**config.mk**
```make
export PLATFORM = sky130hd
export DESIGN_NAME = fp16_int16_converter
export DESIGN_NICKNAME = d
export VERILOG_FILES = /design/src/rtl/fp16_int16_converter.sv
export SDC_FILE = /design/constraint.sdc
export NUM_CORES = 1
export LEC_CHECK = 0
export CAP_MARGIN = 0
export CORE_ASPECT_RATIO = 0.7
export CORE_MARGIN = 4
export CORE_UTILIZATION = 30
export DETAILED_ROUTE_END_ITERATION = 10
export GPL_ROUTABILITY_DRIVEN = 0
export PLACE_DENSITY = 0.58
export SLEW_MARGIN = 40
export SYNTH_ARGS = -nofsm -noshare
export SYNTH_HDL_FRONTEND = slang
export SYNTH_SLANG_ARGS = --single-unit
```
**constraint.sdc**
```tcl
create_clock -name clk -period 4.38 [get_ports clk]
set_clock_uncertainty 0.2 [all_clocks]
set_input_delay 0.657 -clock clk [delete_from_list [all_inputs] [get_ports clk]]
set_output_delay 0.657 -clock clk [all_outputs]
set_load 0.005 [all_outputs]
```
**src/rtl/fp16_int16_converter.sv**
```systemverilog
// Bidirectional converter between signed 16-bit integers and IEEE-754 half
// precision. Alignment/normalisation is done one bit per cycle in SHIFT, the
// result is rounded (int->fp) or negated (fp->int) in PACK and held in DONE
// until the consumer takes it.
module fp16_int16_converter (
  input  logic        clk,
  input  logic        rst_n,
  input  logic        in_valid,
  output logic        in_ready,
  input  logic        mode,
  input  logic [15:0] x,
  output logic        out_valid,
  input  logic        out_ready,
  output logic [15:0] r,
  output logic        negative,
  output logic        zero,
  output logic        overflow,
  output logic        inexact,
  output logic        nan
);

  typedef enum logic [1:0] {
    IDLE  = 2'd0,
    SHIFT = 2'd1,
    PACK  = 2'd2,
    DONE  = 2'd3
  } state_t;

  // Leading-zero count of a 16-bit value; 16 when the value is zero.
  function automatic logic [4:0] lead_zeros(input logic [15:0] v);
    logic [4:0] n;
    n = 5'd16;
    for (int i = 0; i < 16; i++) begin
      if (v[i]) n = 5'(15 - i);
    end
    return n;
  endfunction

  // Control and working registers.
  state_t      state_q, state_d;
  logic        mode_q, mode_d;
  logic        sign_q, sign_d;       // fp sign (int->fp) or negate-in-PACK (fp->int)
  logic        left_q, left_d;       // shift direction during SHIFT
  logic [15:0] sh_q, sh_d;           // value being aligned
  logic [3:0]  cnt_q, cnt_d;         // remaining SHIFT cycles
  logic [4:0]  exp_q, exp_d;         // biased exponent for int->fp
  logic        sticky_q, sticky_d;   // ones lost by right shifts (fp->int)
  logic        ovf_q, ovf_d;
  logic        nan_q, nan_d;

  // Result registers, updated only in PACK.
  logic [15:0] r_q, r_d;
  logic        neg_q, neg_d;
  logic        zero_q, zero_d;
  logic        ovfo_q, ovfo_d;
  logic        inex_q, inex_d;
  logic        nano_q, nano_d;

  // Operand decode used at the accepting edge.
  logic [15:0] mag;
  logic [4:0]  lz;
  logic [4:0]  fe;
  logic [9:0]  fm;
  logic [3:0]  rsh;
  logic [3:0]  lsh;

  assign mag = x[15] ? (~x + 16'd1) : x;   // -32768 wraps to 0x8000 as unsigned
  assign lz  = lead_zeros(mag);
  assign fe  = x[14:10];
  assign fm  = x[9:0];
  assign rsh = 4'(5'd25 - fe);
  assign lsh = 4'(fe - 5'd25);

  logic [15:0] acc_sh;
  logic [3:0]  acc_cnt;
  logic [4:0]  acc_exp;
  logic        acc_sign;
  logic        acc_left;
  logic        acc_sticky;
  logic        acc_ovf;
  logic        acc_nan;

  // Work out the initial datapath load and shift count for a new operand.
  // Special fp inputs are loaded as the final integer with no negation, so
  // PACK treats every fp->int case the same way.
  always_comb begin
    acc_sh     = 16'h0000;
    acc_cnt    = 4'd0;
    acc_exp    = 5'd0;
    acc_sign   = 1'b0;
    acc_left   = 1'b1;
    acc_sticky = 1'b0;
    acc_ovf    = 1'b0;
    acc_nan    = 1'b0;
    if (!mode) begin
      acc_sign = x[15];
      acc_sh   = mag;
      if (mag != 16'h0000) begin
        acc_cnt = lz[3:0];
        acc_exp = 5'd30 - lz;
      end
    end else begin
      if (fe == 5'd31) begin
        if (fm != 10'd0) begin
          acc_sh  = 16'h8000;
          acc_nan = 1'b1;
        end else begin
          acc_sh  = x[15] ? 16'h8000 : 16'h7FFF;
          acc_ovf = 1'b1;
        end
      end else if (fe < 5'd15) begin
        acc_sticky = |x[14:0];
      end else if (fe >= 5'd30) begin
        // -32768.0 is the only representable value in this range
        acc_sh  = x[15] ? 16'h8000 : 16'h7FFF;
        acc_ovf = (x != 16'hF800);
      end else begin
        acc_sh   = {5'b00000, 1'b1, fm};
        acc_sign = x[15];
        if (fe < 5'd25) begin
          acc_left = 1'b0;
          acc_cnt  = rsh;
        end else begin
          acc_cnt  = lsh;
        end
      end
    end
  end

  // PACK-stage result: round-to-nearest-even for int->fp, negate for fp->int.
  logic [9:0]  pk_mant;
  logic        pk_guard;
  logic        pk_st;
  logic        pk_inc;
  logic [14:0] pk_mag;
  logic [15:0] pk_r;
  logic        pk_inexact;
  logic        pk_ovf;
  logic        pk_nan;
  logic        pk_zero;

  // Compute the value and flags that PACK will register.
  always_comb begin
    pk_mant    = sh_q[14:5];
    pk_guard   = sh_q[4];
    pk_st      = |sh_q[3:0];
    pk_inc     = pk_guard & (pk_st | pk_mant[0]);
    pk_mag     = {exp_q, pk_mant} + {14'd0, pk_inc};  // mantissa carry bumps exponent
    pk_r       = {sign_q, pk_mag};
    pk_inexact = pk_guard | pk_st;
    pk_ovf     = 1'b0;
    pk_nan     = 1'b0;
    pk_zero    = (pk_mag == 15'd0);
    if (mode_q) begin
      pk_r       = sign_q ? (~sh_q + 16'd1) : sh_q;
      pk_inexact = sticky_q;
      pk_ovf     = ovf_q;
      pk_nan     = nan_q;
      pk_zero    = (pk_r == 16'h0000);
    end
  end

  // Next-state and datapath update for the IDLE/SHIFT/PACK/DONE sequence.
  always_comb begin
    state_d  = state_q;
    mode_d   = mode_q;
    sign_d   = sign_q;
    left_d   = left_q;
    sh_d     = sh_q;
    cnt_d    = cnt_q;
    exp_d    = exp_q;
    sticky_d = sticky_q;
    ovf_d    = ovf_q;
    nan_d    = nan_q;
    r_d      = r_q;
    neg_d    = neg_q;
    zero_d   = zero_q;
    ovfo_d   = ovfo_q;
    inex_d   = inex_q;
    nano_d   = nano_q;
    case (state_q)
      IDLE: begin
        if (in_valid) begin
          mode_d   = mode;
          sign_d   = acc_sign;
          left_d   = acc_left;
          sh_d     = acc_sh;
          cnt_d    = acc_cnt;
          exp_d    = acc_exp;
          sticky_d = acc_sticky;
          ovf_d    = acc_ovf;
          nan_d    = acc_nan;
          state_d  = (acc_cnt == 4'd0) ? PACK : SHIFT;
        end
      end
      SHIFT: begin
        if (left_q) begin
          sh_d = {sh_q[14:0], 1'b0};
        end else begin
          sh_d     = {1'b0, sh_q[15:1]};
          sticky_d = sticky_q | sh_q[0];
        end
        cnt_d = cnt_q - 4'd1;
        if (cnt_q == 4'd1) state_d = PACK;
      end
      PACK: begin
        r_d     = pk_r;
        neg_d   = pk_r[15];
        zero_d  = pk_zero;
        ovfo_d  = pk_ovf;
        inex_d  = pk_inexact;
        nano_d  = pk_nan;
        state_d = DONE;
      end
      DONE: begin
        if (out_ready) state_d = IDLE;
      end
      default: state_d = IDLE;
    endcase
  end

  // State and datapath registers with synchronous active-low reset.
  always_ff @(posedge clk) begin
    if (!rst_n) begin
      state_q  <= IDLE;
      mode_q   <= 1'b0;
      sign_q   <= 1'b0;
      left_q   <= 1'b1;
      sh_q     <= 16'h0000;
      cnt_q    <= 4'd0;
      exp_q    <= 5'd0;
      sticky_q <= 1'b0;
      ovf_q    <= 1'b0;
      nan_q    <= 1'b0;
      r_q      <= 16'h0000;
      neg_q    <= 1'b0;
      zero_q   <= 1'b0;
      ovfo_q   <= 1'b0;
      inex_q   <= 1'b0;
      nano_q   <= 1'b0;
    end else begin
      state_q  <= state_d;
      mode_q   <= mode_d;
      sign_q   <= sign_d;
      left_q   <= left_d;
      sh_q     <= sh_d;
      cnt_q    <= cnt_d;
      exp_q    <= exp_d;
      sticky_q <= sticky_d;
      ovf_q    <= ovf_d;
      nan_q    <= nan_d;
      r_q      <= r_d;
      neg_q    <= neg_d;
      zero_q   <= zero_d;
      ovfo_q   <= ovfo_d;
      inex_q   <= inex_d;
      nano_q   <= nano_d;
    end
  end

  assign in_ready  = (state_q == IDLE);
  assign out_valid = (state_q == DONE);
  assign r         = r_q;
  assign negative  = neg_q;
  assign zero      = zero_q;
  assign overflow  = ovfo_q;
  assign inexact   = inex_q;
  assign nan       = nano_q;

endmodule

```
==> results.rst, run 1 <==
.. list-table::
   :header-rows: 1

   * - Metric
     - Value
   * - Final-report setup violation count
     - 0
   * - Power Total
     - 2310 uW
   * - Part of the power in combinational logic
     - 49.7%
   * - Count of fill cells added during filler insertion
     - 1,773
   * - Rel. slew slack
     - 57.0%
   * - Power density cells
     - 393 nW/um^2
   * - Final Core Density
     - 36.0%
   * - Number of standard cells after synthesis
     - 694
   * - Horizontal die dimension
     - 163 um
   * - Max-cap violations
     - 0
   * - Number of nets with antenna violations after routing
     - 0
   * - Crit path DAT
     - 3960 ps
   * - Pin count of the biggest net entering global routing
     - 49
   * - Number of buffers inserted by post-CTS setup repair
     - 0
   * - Leading cell types in the layout, fill and taps excluded
     - sky130_fd_sc_hd__nand2_1, sky130_fd_sc_hd__nor2_1, sky130_fd_sc_hd__a21oi_1, sky130_fd_sc_hd__dfxtp_1, sky130_fd_sc_hd__clkdlybuf4s50_1
   * - Number of rows in the core area
     - 39
   * - Switch Pwr
     - 1020 uW
   * - Worst Setup End Kind
     - flop
   * - Sequential Power Share
     - 33.3%
   * - Start-to-end type of the worst setup path
     - input pin to flop
   * - Number of max-slew violations in the final report
     - 0
   * - Post-placement worst setup slack
     - 166 ps
   * - Fraction of synthesis flops using an asynchronous set or reset pin
     - 0%
   * - Wire length of the first global-routing pass
     - 24,800 um
   * - Overall die height
     - 116 um
   * - Startpoint of the worst hold path
     - nan_q$_SDFFE_PN0P_
   * - YS warnings
     - 0
   * - Max IR drop VDD
     - 0.282 mV
   * - Maximum number of buffers from clock root to sink
     - 2
   * - Seq/Total Area, Yosys
     - 21.2%
   * - First-pass DRT Iterations
     - 5
   * - Period minus WS final
     - 3990 ps
   * - I/O Buffers
     - 43
   * - Average wire length per cell after detail routing
     - 16.1 um
   * - Layout cell share with drive strength beyond 1
     - 7.68%
   * - Part of the cycle the worst path needs
     - 91.1%
   * - Setup Total Neg Slack
     - 0 ps
   * - Routed vias
     - 5,126
   * - Area added between synthesis and finish
     - 17.4%
   * - Count of distinct cell types in the synthesized netlist
     - 68
   * - Crit path max-delay family
     - compound AO/OA/AOI/OAI gates
   * - Commonest non-fill, non-tap cell in the layout
     - sky130_fd_sc_hd__nand2_1
   * - Worst Hold Path Cells
     - 2
   * - Depth of the worst register-to-register path
     - 11
   * - Slowest stage cell on the critical path
     - sky130_fd_sc_hd__or4b_2
   * - Depth of the CTS H-tree
     - 2
   * - Worst flop-to-flop path endpoint
     - zero$_SDFFE_PN0P_
   * - Outcome
     - complete, no violations
   * - Hold violation total from the final report
     - 0
   * - Worst path bufs/invs
     - 2
   * - Most used cell, CP
     - sky130_fd_sc_hd__ha_1
   * - P_leak
     - 0.00215 uW
   * - Starting Density
     - 30.7%
   * - Largest fanout on the critical path
     - 7
   * - Initial drt markers
     - 509
   * - Number of flip-flops and latches in the synthesized netlist
     - 53
   * - Register-to-register setup slack
     - 1350 ps
   * - Timing-limited maximum frequency
     - 251 MHz
   * - Kind of start point of the critical path
     - input pin
   * - Global router's overall resource usage
     - 16.0%
   * - Worst-skew pair later-pin latency
     - 290 ps
   * - Number of vias per cell after detailed routing
     - 5.45
   * - Fraction of power consumed by the clock network
     - 17.0%
   * - Dpl hpwl
     - 11,300 um
   * - Internal Power
     - 1300 uW
   * - CP Data Required Time
     - 4350 ps
   * - Largest stage delay on the critical path
     - 680 ps
   * - Start of the worst register-to-register path
     - sh_q[0]$_SDFFE_PN0P_
   * - Predominant post-synthesis flop cell
     - sky130_fd_sc_hd__dfxtp_1
   * - Path class of the lowest-slack min-delay path
     - flop to flop
   * - GRT Residual Overflow
     - 0
   * - Number of enable flip-flop cells after synthesis
     - 0
   * - Setup repair after global routing missed its margin
     - false
   * - Total wire length after detailed routing
     - 15,200 um
   * - Post-synthesis area per instance
     - 7.22 um^2
   * - Synthesized cell area
     - 5010 um^2
   * - CTS root buffer
     - sky130_fd_sc_hd__clkbuf_16
   * - Via count of the first global-routing pass
     - 4,734
   * - Number of buffers added by the clock tree synthesis step
     - 5
   * - Count of nets after finishing
     - 754
   * - Switching power share of the total
     - 44.0%
   * - Destination of the worst hold path
     - nan_q$_SDFFE_PN0P_
   * - Clock tree from TritonCTS
     - done
   * - Number of antenna repair diodes
     - 0
   * - Residual DRC count
     - 0
   * - Core ar.
     - 16,300 um^2
   * - IO Count
     - 44
   * - TritonCTS sink count
     - 53
   * - Quantity of gates resized following cts
     - 0
   * - Setup slack after layout
     - 390 ps
   * - Clock transition time at the flip-flop clock pins of the worst setup and hold paths
     - 70 ps
   * - Full die area
     - 18,900 um^2
   * - Number of antenna violations at the first check in global routing
     - 0
   * - Slew at the pin closest to its max-slew limit
     - 644 ps
   * - CP Cell Sequence
     - clkdlybuf4s50_1, inv_1, ha_1, or4b_2, o2111ai_1, nand4_1, a31oi_1, o2bb2ai_1, ha_1, xnor2_1, a22oi_1, nor2_1
   * - Post-cts hold buffer count
     - 0
   * - Synthesized Nets
     - 733
worst register-to-register path: stages (launching register included):
cell                       delay, ps
sky130_fd_sc_hd__dfxtp_1         350
sky130_fd_sc_hd__inv_1           120
sky130_fd_sc_hd__ha_1            220
sky130_fd_sc_hd__nor3b_1         470
sky130_fd_sc_hd__ha_1            330
sky130_fd_sc_hd__mux2i_1         230
sky130_fd_sc_hd__nand4b_1        130
sky130_fd_sc_hd__nor3_1          280
sky130_fd_sc_hd__nand4_1         180
sky130_fd_sc_hd__nor2_1          120
sky130_fd_sc_hd__a41oi_1         170
sky130_fd_sc_hd__a21oi_1         170
cells in the mapped netlist, drive strengths merged (3+ instances only):
cell type	count	area (um^2)
a211oi	9	67.6
o211ai	21	158
nor4	8	65.1
and4	4	35.0
dfxtp	53	1060
o22ai	4	25.0
o21ai	32	160
a31oi	8	65.1
o41ai	4	53.8
a221oi	3	26.3
ha	18	225
buf	14	68.8
or3	4	25.0
nor3b	3	22.5
or4	6	45.0
and3	4	25.0
nor3	20	105
xnor2	30	263
nand2b	11	68.8
a41oi	3	45.1
o31ai	6	58.8
and2	4	25.0
mux2i	35	350
nor2	67	251
nand4	14	87.6
clkbuf	49	184
a2111oi	3	45.1
o311ai	4	35.0
nor2b	4	25.0
nand2	88	330
inv	24	90.1
a22oi	6	45.0
a21oi	54	270
o31a	5	43.8
nand3	27	135
xor2	16	140
routing by layer:
metal  vias to the layer above  GRT usage [%]  wire length (um)
met5                         -              0                 0
met4                         0           1.52                51
met3                         6           3.49              1100
met2                       150           23.0              6200
met1                      2423           25.0              7810
li1                       2547              -                 -
final cells by class:
cell class / instances / area [um^2] / area share, %
sequential: 53 / 1060 / 18.0
inverter: 24 / 90.1 / 1.53
multi-input combinational: 554 / 3620 / 61.5
tap: 225 / 282 / 4.78
clock buffer: 8 / 136 / 2.32
timing repair buffer: 77 / 698 / 11.9
cell families (layout without fill, tap and decap cells):
kind of cell / count (synthesis) / in the layout / synth area share (%)
AOI/OAI and AO/OA: 179 / 179 / 25.2
xor gates and xnor gates: 46 / 46 / 8.04
adders and majority gates: 18 / 18 / 4.49
buffers and inverters: 87 / 109 / 6.84
DFF: 53 / 53 / 21.2
muxes: 36 / 36 / 7.21
and+or+nand+nor: 275 / 275 / 27.1
metrics by stage:
| stage | instance area (um^2) | std cells | hold slack [ps] |
|---|---|---|---|
| after floorplan | 5010 | 694 | 233 |
| after global placement | 5740 | 933 | 243 |
| after detailed placement | 5740 | 933 | 252 |
| after CTS | 5880 | 941 | 262 |
| after global routing | 5890 | 941 | 300 |
| final | 5890 | 941 | 265 |
flip-flops by register name (all words and copies together) (netlist names):
register,count
zero,1
left_q,1
inexact,1
cnt_q,4
r,16
exp_q,5
sh_q,16
sticky_q,1
nan_q,1
sign_q,1
ovf_q,1
nan,1
mode_q,1
overflow,1
state_q,2
power by group through the flow:
stage	clock network (uW)	logic, uW	registers, uW
after detailed placement	0	1140	775
after CTS	404	1150	766
after floorplan	0	899	657
after global placement	0	1130	776
after global routing	425	1300	794
final	393	1150	769
worst max-delay path by stage:
stage | slack, ps | start | depth (start not counted) | end
after floorplan | 750 | x[0] | 10 | state_q[0]$_SDFFE_PN0P_
after global placement | 260 | x[0] | 12 | exp_q[2]$_SDFFE_PN0P_
after detailed placement | 170 | x[0] | 12 | exp_q[2]$_SDFFE_PN0P_
after CTS | 460 | x[0] | 12 | exp_q[2]$_SDFFE_PN0P_
after global routing | 20 | x[0] | 10 | cnt_q[1]$_SDFFE_PN0P_
final | 390 | x[0] | 12 | exp_q[2]$_SDFFE_PN0P_
(Power assumes the default switching activity.)
==> run 2: changes to the inputs <==
Settings changed: SETUP_SLACK_MARGIN set to 0.2.
Clock period 4.38 ns to 4.6 ns, I/O delays scaled along.
==> run 2 against run 1 <==
Effect of this change:
- sequential share of layout area about the same
- highest routed layer unchanged
- die area unchanged
- worst hold slack got worse by 7.1 ps
- critical endpoint unchanged
- global-route usage decreased by 0.20 points
- setup slack improved by 210 ps
- design area about the same
- largest power group unchanged
==> results.rst, run 2 (synthesized netlist as in run 1, its figures left out) <==
.. list-table::
   :header-rows: 1

   * - Metric
     - Value
   * - Number of buffers inserted by post-CTS setup repair
     - 0 (unchanged)
   * - Rel. slew slack
     - 59.2% (+2.2 points)
   * - Worst hold slack
     - 258 ps (-7.08 ps)
   * - Fraction of power consumed by the clock network
     - 19.6% (+2.6 points)
   * - Start-to-end type of the worst setup path
     - input pin to flop
   * - Average wire length per cell after detail routing
     - 15.7 um (-2.7%)
   * - Routed vias
     - 5,037 (-1.7%)
   * - Part of the power in combinational logic
     - 48.1% (-1.6 points)
   * - Count of nets after finishing
     - 749 (-0.66%)
   * - Post-cts hold buffer count
     - 0 (unchanged)
   * - Number of rows in the core area
     - 39 (unchanged)
   * - Met2 wirelength from detailed routing
     - 6050 um (-2.5%)
   * - CP Data Required Time
     - 4570 ps (+220 ps)
   * - Timing-limited maximum frequency
     - 250 MHz
   * - Kind of start point of the critical path
     - input pin
   * - Full die area
     - 18,900 um^2 (unchanged)
   * - Starting Density
     - 30.7% (unchanged)
   * - Pin count of the biggest net entering global routing
     - 46 (-6.1%)
   * - IO Count
     - 44 (unchanged)
   * - Horizontal die dimension
     - 163 um (unchanged)
   * - Final-report setup violation count
     - 0 (unchanged)
   * - Via count of the first global-routing pass
     - 4,698 (-0.76%)
   * - Worst-skew pair later-pin latency
     - 300 ps (about the same)
   * - Area added between synthesis and finish
     - 17.4% (about the same)
   * - Setup Total Neg Slack
     - 0 ps (unchanged)
   * - Largest fanout on the critical path
     - 10 (+3)
   * - Setup repair after global routing missed its margin
     - false
   * - Dpl hpwl
     - 11,000 um (-2.6%)
   * - Detailed-route wire length on metal 1
     - 7770 um (-0.50%)
   * - Wire length of the first global-routing pass
     - 24,700 um (-0.36%)
   * - Switch Pwr
     - 961 uW (-5.4%)
   * - P_leak
     - 0.00214 uW (-0.25%)
   * - Outcome
     - complete, no violations
   * - Final Core Density
     - 36.0% (about the same)
   * - Hold violation total from the final report
     - 0 (unchanged)
   * - Depth of the CTS H-tree
     - 2 (unchanged)
   * - I/O Buffers
     - 43 (unchanged)
   * - Finished layout cell area
     - 5880 um^2 (about the same)
   * - GRT Residual Overflow
     - 0 (unchanged)
   * - CTS root buffer
     - sky130_fd_sc_hd__clkbuf_16
   * - Slew at the pin closest to its max-slew limit
     - 611 ps (-32.5 ps)
   * - Worst Setup End Kind
     - flop
   * - Part of the cycle the worst path needs
     - 86.9%
   * - Initial drt markers
     - 515 (+1.2%)
   * - Met3 Wirelength
     - 772 um (-30%)
   * - Placed inst area
     - 5700 um^2 (-0.65%)
   * - Global router's overall resource usage
     - 15.8% (-0.20 points)
   * - Path class of the lowest-slack min-delay path
     - flop to flop
   * - Count of fill cells added during filler insertion
     - 1,768 (-0.28%)
   * - Layout cell share with drive strength beyond 1
     - 7.31% (-0.37 points)
   * - Quantity of gates resized following cts
     - 0 (unchanged)
   * - Sequential Power Share
     - 32.3% (-1.0 points)
   * - Residual DRC count
     - 0 (unchanged)
   * - Internal Power
     - 1300 uW (+0.25%)
   * - Maximum number of buffers from clock root to sink
     - 2 (unchanged)
   * - Total wire length after detailed routing
     - 14,700 um (-3.3%)
   * - Top sig layer
     - met4
   * - Clock tree from TritonCTS
     - done
   * - Number of antenna violations at the first check in global routing
     - 0 (unchanged)
   * - Crit path DAT
     - 3970 ps (about the same)
   * - Leading cell types in the layout, fill and taps excluded
     - sky130_fd_sc_hd__nand2_1, sky130_fd_sc_hd__nor2_1, sky130_fd_sc_hd__a21oi_1, sky130_fd_sc_hd__dfxtp_1, sky130_fd_sc_hd__clkdlybuf4s50_1
   * - Switching power share of the total
     - 42.5% (-1.4 points)
   * - TritonCTS sink count
     - 53 (unchanged)
   * - Clock transition time at the flip-flop clock pins of the worst setup and hold paths
     - 70 ps (about the same)
   * - Number of antenna repair diodes
     - 0 (unchanged)
   * - Period minus WS final
     - 4000 ps
   * - Power density cells
     - 384 nW/um^2 (-2.2%)
   * - Number of nets with antenna violations after routing
     - 0 (unchanged)
   * - Max IR drop VDD
     - 0.288 mV (+2.1%)
   * - First-pass DRT Iterations
     - 5 (unchanged)
   * - Commonest non-fill, non-tap cell in the layout
     - sky130_fd_sc_hd__nand2_1
   * - Number of vias per cell after detailed routing
     - 5.38 (-1.2%)
   * - Number of buffers added by the clock tree synthesis step
     - 5 (unchanged)
   * - Core ar.
     - 16,300 um^2 (unchanged)
   * - Number of max-slew violations in the final report
     - 0 (unchanged)
   * - Max-cap violations
     - 0 (unchanged)
   * - Overall die height
     - 116 um (unchanged)
run 2: area by class of cell:
class                           count  area (um^2)  share of cell area [%]
Clock buffer                        7          143                    2.42
Clock inverter                      1         30.0                   0.510
Inverter                           24         90.1                    1.53
Multi-Input combinational cell    554         3620                    61.5
Sequential cell                    53         1060                    18.1
Tap cell                          225          282                    4.78
Timing Repair Buffer               72          661                    11.2
run 2: critical path: stages:
cell,delay (ps)
sky130_fd_sc_hd__clkdlybuf4s50_1,430
sky130_fd_sc_hd__inv_1,100
sky130_fd_sc_hd__ha_1,340
sky130_fd_sc_hd__or4b_2,690
sky130_fd_sc_hd__o2111ai_1,310
sky130_fd_sc_hd__nand4_1,240
sky130_fd_sc_hd__a31oi_1,340
sky130_fd_sc_hd__o2bb2ai_1,220
sky130_fd_sc_hd__ha_1,270
sky130_fd_sc_hd__xnor2_1,130
sky130_fd_sc_hd__a22oi_1,160
sky130_fd_sc_hd__nor2_1,50
run 2: path summary, 6_finish.rpt:
path / cells past startpoint / slack, ps / to / from
worst min register to register: 2 / 260 / nan_q$_SDFFE_PN0P_ / nan_q$_SDFFE_PN0P_
worst min-delay path: 2 / 260 / nan_q$_SDFFE_PN0P_ / nan_q$_SDFFE_PN0P_
worst max-delay path: 12 / 600 / exp_q[2]$_SDFFE_PN0P_ / x[0]
worst max register to register: 11 / 1640 / zero$_SDFFE_PN0P_ / sh_q[0]$_SDFFE_PN0P_
run 2: layer usage:
layer / GRT usage (%) / vias to the layer above
met5: 0 / -
met3: 2.33 / 9
met2: 23.1 / 137
li1: - / 2533
met4: 1.80 / 0
met1: 25.0 / 2358
run 2: power groups by stage:
stage	clock [uW]	combinational [uW]	sequential (uW)
3_3_place_gp	0	1070	738
4_1_cts	459	1080	726
6_report	443	1090	731
3_5_place_dp	0	1070	736
5_1_grt	484	1220	754
2_1_floorplan	0	856	626
run 2: metrics by stage:
step	instances	power [uW]	setup WS, ps
4_1_cts	936	2270	604
3_3_place_gp	928	1810	373
5_1_grt	936	2460	361
6_report	936	2260	601
2_1_floorplan	694	1480	939
3_5_place_dp	928	1810	335
==> run 3: changes to the inputs <==
Clock period 4.6 ns to 4.4 ns, I/O delays scaled along.
==> run 3 against run 2 <==
Effect of this change:
- via count up 0.48%
- highest routed layer unchanged
- core utilization about the same
- combinational power up 5%
- critical path type unchanged
- critical endpoint unchanged
- design area up 0.13%
- worst hold slack better by 4.2 ps
- sequential share of layout area about the same
==> results.rst, run 3 (synthesized netlist as in run 1, its figures left out) <==
.. list-table::
   :header-rows: 1

   * - Metric
     - Value
   * - Area added between synthesis and finish
     - 17.5%
   * - Slew at the pin closest to its max-slew limit
     - 672 ps (+61.2 ps)
   * - Full die area
     - 18,900 um^2 (unchanged)
   * - Wire length of the first global-routing pass
     - 24,800 um (about the same)
   * - Part of the cycle the worst path needs
     - 86.4%
   * - CTS root buffer
     - sky130_fd_sc_hd__clkbuf_16
   * - Setup repair after global routing missed its margin
     - false
   * - GRT Residual Overflow
     - 0 (unchanged)
   * - TritonCTS sink count
     - 53 (unchanged)
   * - Crit path DAT
     - 3770 ps (-200 ps)
   * - Power Total
     - 2300 uW (+1.9%)
   * - Total wire length after detailed routing
     - 14,900 um (+1.5%)
   * - Count of fill cells added during filler insertion
     - 1,751 (-0.96%)
   * - Number of antenna violations at the first check in global routing
     - 0 (unchanged)
   * - Residual DRC count
     - 0 (unchanged)
   * - Hold violation total from the final report
     - 0 (unchanged)
   * - Outcome
     - complete, no violations
   * - Clock tree from TritonCTS
     - done
   * - Worst Hold Path Cells
     - 2 (unchanged)
   * - P_leak
     - 0.00215 uW (+0.46%)
   * - IO Count
     - 44 (unchanged)
   * - Start of the worst register-to-register path
     - sh_q[5]$_SDFFE_PN0P_
   * - Number of buffers added by the clock tree synthesis step
     - 5 (unchanged)
   * - Average wire length per cell after detail routing
     - 15.8 um (+0.94%)
   * - Routed vias
     - 5,061 (+0.48%)
   * - Commonest non-fill, non-tap cell in the layout
     - sky130_fd_sc_hd__nand2_1
   * - Path class of the lowest-slack min-delay path
     - flop to flop
   * - Max-cap violations
     - 0 (unchanged)
   * - Worst hold slack
     - 262 ps (+4.21 ps)
   * - Post-cts hold buffer count
     - 0 (unchanged)
   * - Multi-input gate area in the final layout
     - 3620 um^2 (unchanged)
   * - Global router's overall resource usage
     - 15.9% (+0.095 points)
   * - Dpl hpwl
     - 11,100 um (+1.1%)
   * - Number of antenna repair diodes
     - 0 (unchanged)
   * - Placed inst area
     - 5740 um^2 (+0.66%)
   * - Kind of start point of the critical path
     - input pin
   * - Via count of the first global-routing pass
     - 4,700 (+0.043%)
   * - CP Cell Sequence
     - clkdlybuf4s50_1, inv_1, ha_1, or4b_2, o41ai_1, a211oi_1, a31oi_1, o2bb2ai_1, ha_1, xnor2_1, a22oi_1, nor2_1
   * - Rel. slew slack
     - 55.1% (-4.1 points)
   * - Largest stage delay on the critical path
     - 660 ps (-30 ps)
   * - Quantity of gates resized following cts
     - 0 (unchanged)
   * - Starting Density
     - 30.7% (unchanged)
   * - Worst-skew pair later-pin latency
     - 300 ps (about the same)
   * - Final Core Density
     - 36.0% (+0.046 points)
   * - Largest fanout on the critical path
     - 6 (-4)
   * - Initial drt markers
     - 486 (-5.6%)
   * - Number of max-slew violations in the final report
     - 0 (unchanged)
   * - Overall die height
     - 116 um (unchanged)
   * - Register-to-register setup slack
     - 1460 ps (-180 ps)
   * - Destination of the worst hold path
     - nan_q$_SDFFE_PN0P_
   * - Setup Total Neg Slack
     - 0 ps (unchanged)
   * - Worst Setup End Kind
     - flop
   * - Horizontal die dimension
     - 163 um (unchanged)
   * - Period minus WS final
     - 3800 ps
   * - First-pass DRT Iterations
     - 5 (unchanged)
   * - Clock transition time at the flip-flop clock pins of the worst setup and hold paths
     - 80 ps (about the same)
   * - Number of rows in the core area
     - 39 (unchanged)
   * - Sequential standard cell area
     - 1060 um^2 (unchanged)
   * - Pin count of the biggest net entering global routing
     - 48 (+4.3%)
   * - Number of nets with antenna violations after routing
     - 0 (unchanged)
   * - Startpoint of the worst hold path
     - nan_q$_SDFFE_PN0P_
   * - Timing-limited maximum frequency
     - 263 MHz
   * - Max IR drop VDD
     - 0.313 mV (+8.5%)
   * - Start-to-end type of the worst setup path
     - input pin to flop
   * - Most used cell, CP
     - sky130_fd_sc_hd__ha_1
   * - Number of vias per cell after detailed routing
     - 5.38 (about the same)
   * - Final-report setup violation count
     - 0 (unchanged)
   * - Worst flop-to-flop path endpoint
     - zero$_SDFFE_PN0P_
   * - Finished layout cell area
     - 5890 um^2 (+0.13%)
   * - Count of nets after finishing
     - 754 (+0.67%)
   * - Depth of the worst register-to-register path
     - 10 (-1)
   * - Leading cell types in the layout, fill and taps excluded
     - sky130_fd_sc_hd__nand2_1, sky130_fd_sc_hd__nor2_1, sky130_fd_sc_hd__a21oi_1, sky130_fd_sc_hd__dfxtp_1, sky130_fd_sc_hd__clkdlybuf4s50_1
   * - I/O Buffers
     - 43 (unchanged)
   * - Maximum number of buffers from clock root to sink
     - 2 (unchanged)
   * - Number of buffers inserted by post-CTS setup repair
     - 0 (unchanged)
   * - CP Data Required Time
     - 4370 ps (-200 ps)
   * - Power density cells
     - 391 nW/um^2 (+1.8%)
   * - Core ar.
     - 16,300 um^2 (unchanged)
   * - Depth of the CTS H-tree
     - 2 (unchanged)
   * - Layout cell share with drive strength beyond 1
     - 8.10% (+0.79 points)
   * - Slowest stage cell on the critical path
     - sky130_fd_sc_hd__or4b_2
run 3: worst max-delay path: cells and delay by family:
| kind | cells | cell delay (ps) |
|---|---|---|
| AOI/OAI and AO/OA | 5 | 1190 |
| adders and majority gates | 2 | 450 |
| xor gates and xnor gates | 1 | 140 |
| and+or+nand+nor | 2 | 710 |
| buffers and inverters | 2 | 610 |
run 3: report_power, final:
part	internal, uW	leakage [uW]	switching [uW]
logic	491	0.00165	647
registers	584	0.000432	182
clock network	209	0.0000696	188
run 3: worst max path at each step:
stage | startpoint | to | slack, ps | cells after the start
floorplan | x[0] | state_q[0]$_SDFFE_PN0P_ | 770 | 10
global placement | x[1] | exp_q[2]$_SDFFE_PN0P_ | 330 | 12
detailed placement | x[1] | exp_q[2]$_SDFFE_PN0P_ | 280 | 12
CTS | x[1] | exp_q[2]$_SDFFE_PN0P_ | 580 | 12
global route | x[1] | cnt_q[1]$_SDFFE_PN0P_ | 270 | 10
finish | x[1] | exp_q[2]$_SDFFE_PN0P_ | 600 | 12
run 3: area by class of cell:
| class | count | area share (%) |
|---|---|---|
| Multi-Input combinational cell | 554 | 61.4 |
| Sequential cell | 53 | 18.0 |
| Clock buffer | 5 | 2.12 |
| Timing Repair Buffer | 77 | 11.8 |
| Tap cell | 225 | 4.78 |
| Inverter | 24 | 1.53 |
| Clock inverter | 3 | 0.297 |
run 3: through the flow:
step           cells  setup slack [ps]
2_1_floorplan    694               769
3_3_place_gp     933               332
3_5_place_dp     933               280
4_1_cts          941               584
5_1_grt          941               273
6_report         941               599
run 3: per-layer routing:
metal / track usage, % / share of wire, % / wire, um
met1: 24.8 / 52 / 7740
met2: 23.4 / 41 / 6170
met3: 2.57 / 5.9 / 878
met4: 2.03 / 0.64 / 95
met5: 0 / 0 / 0
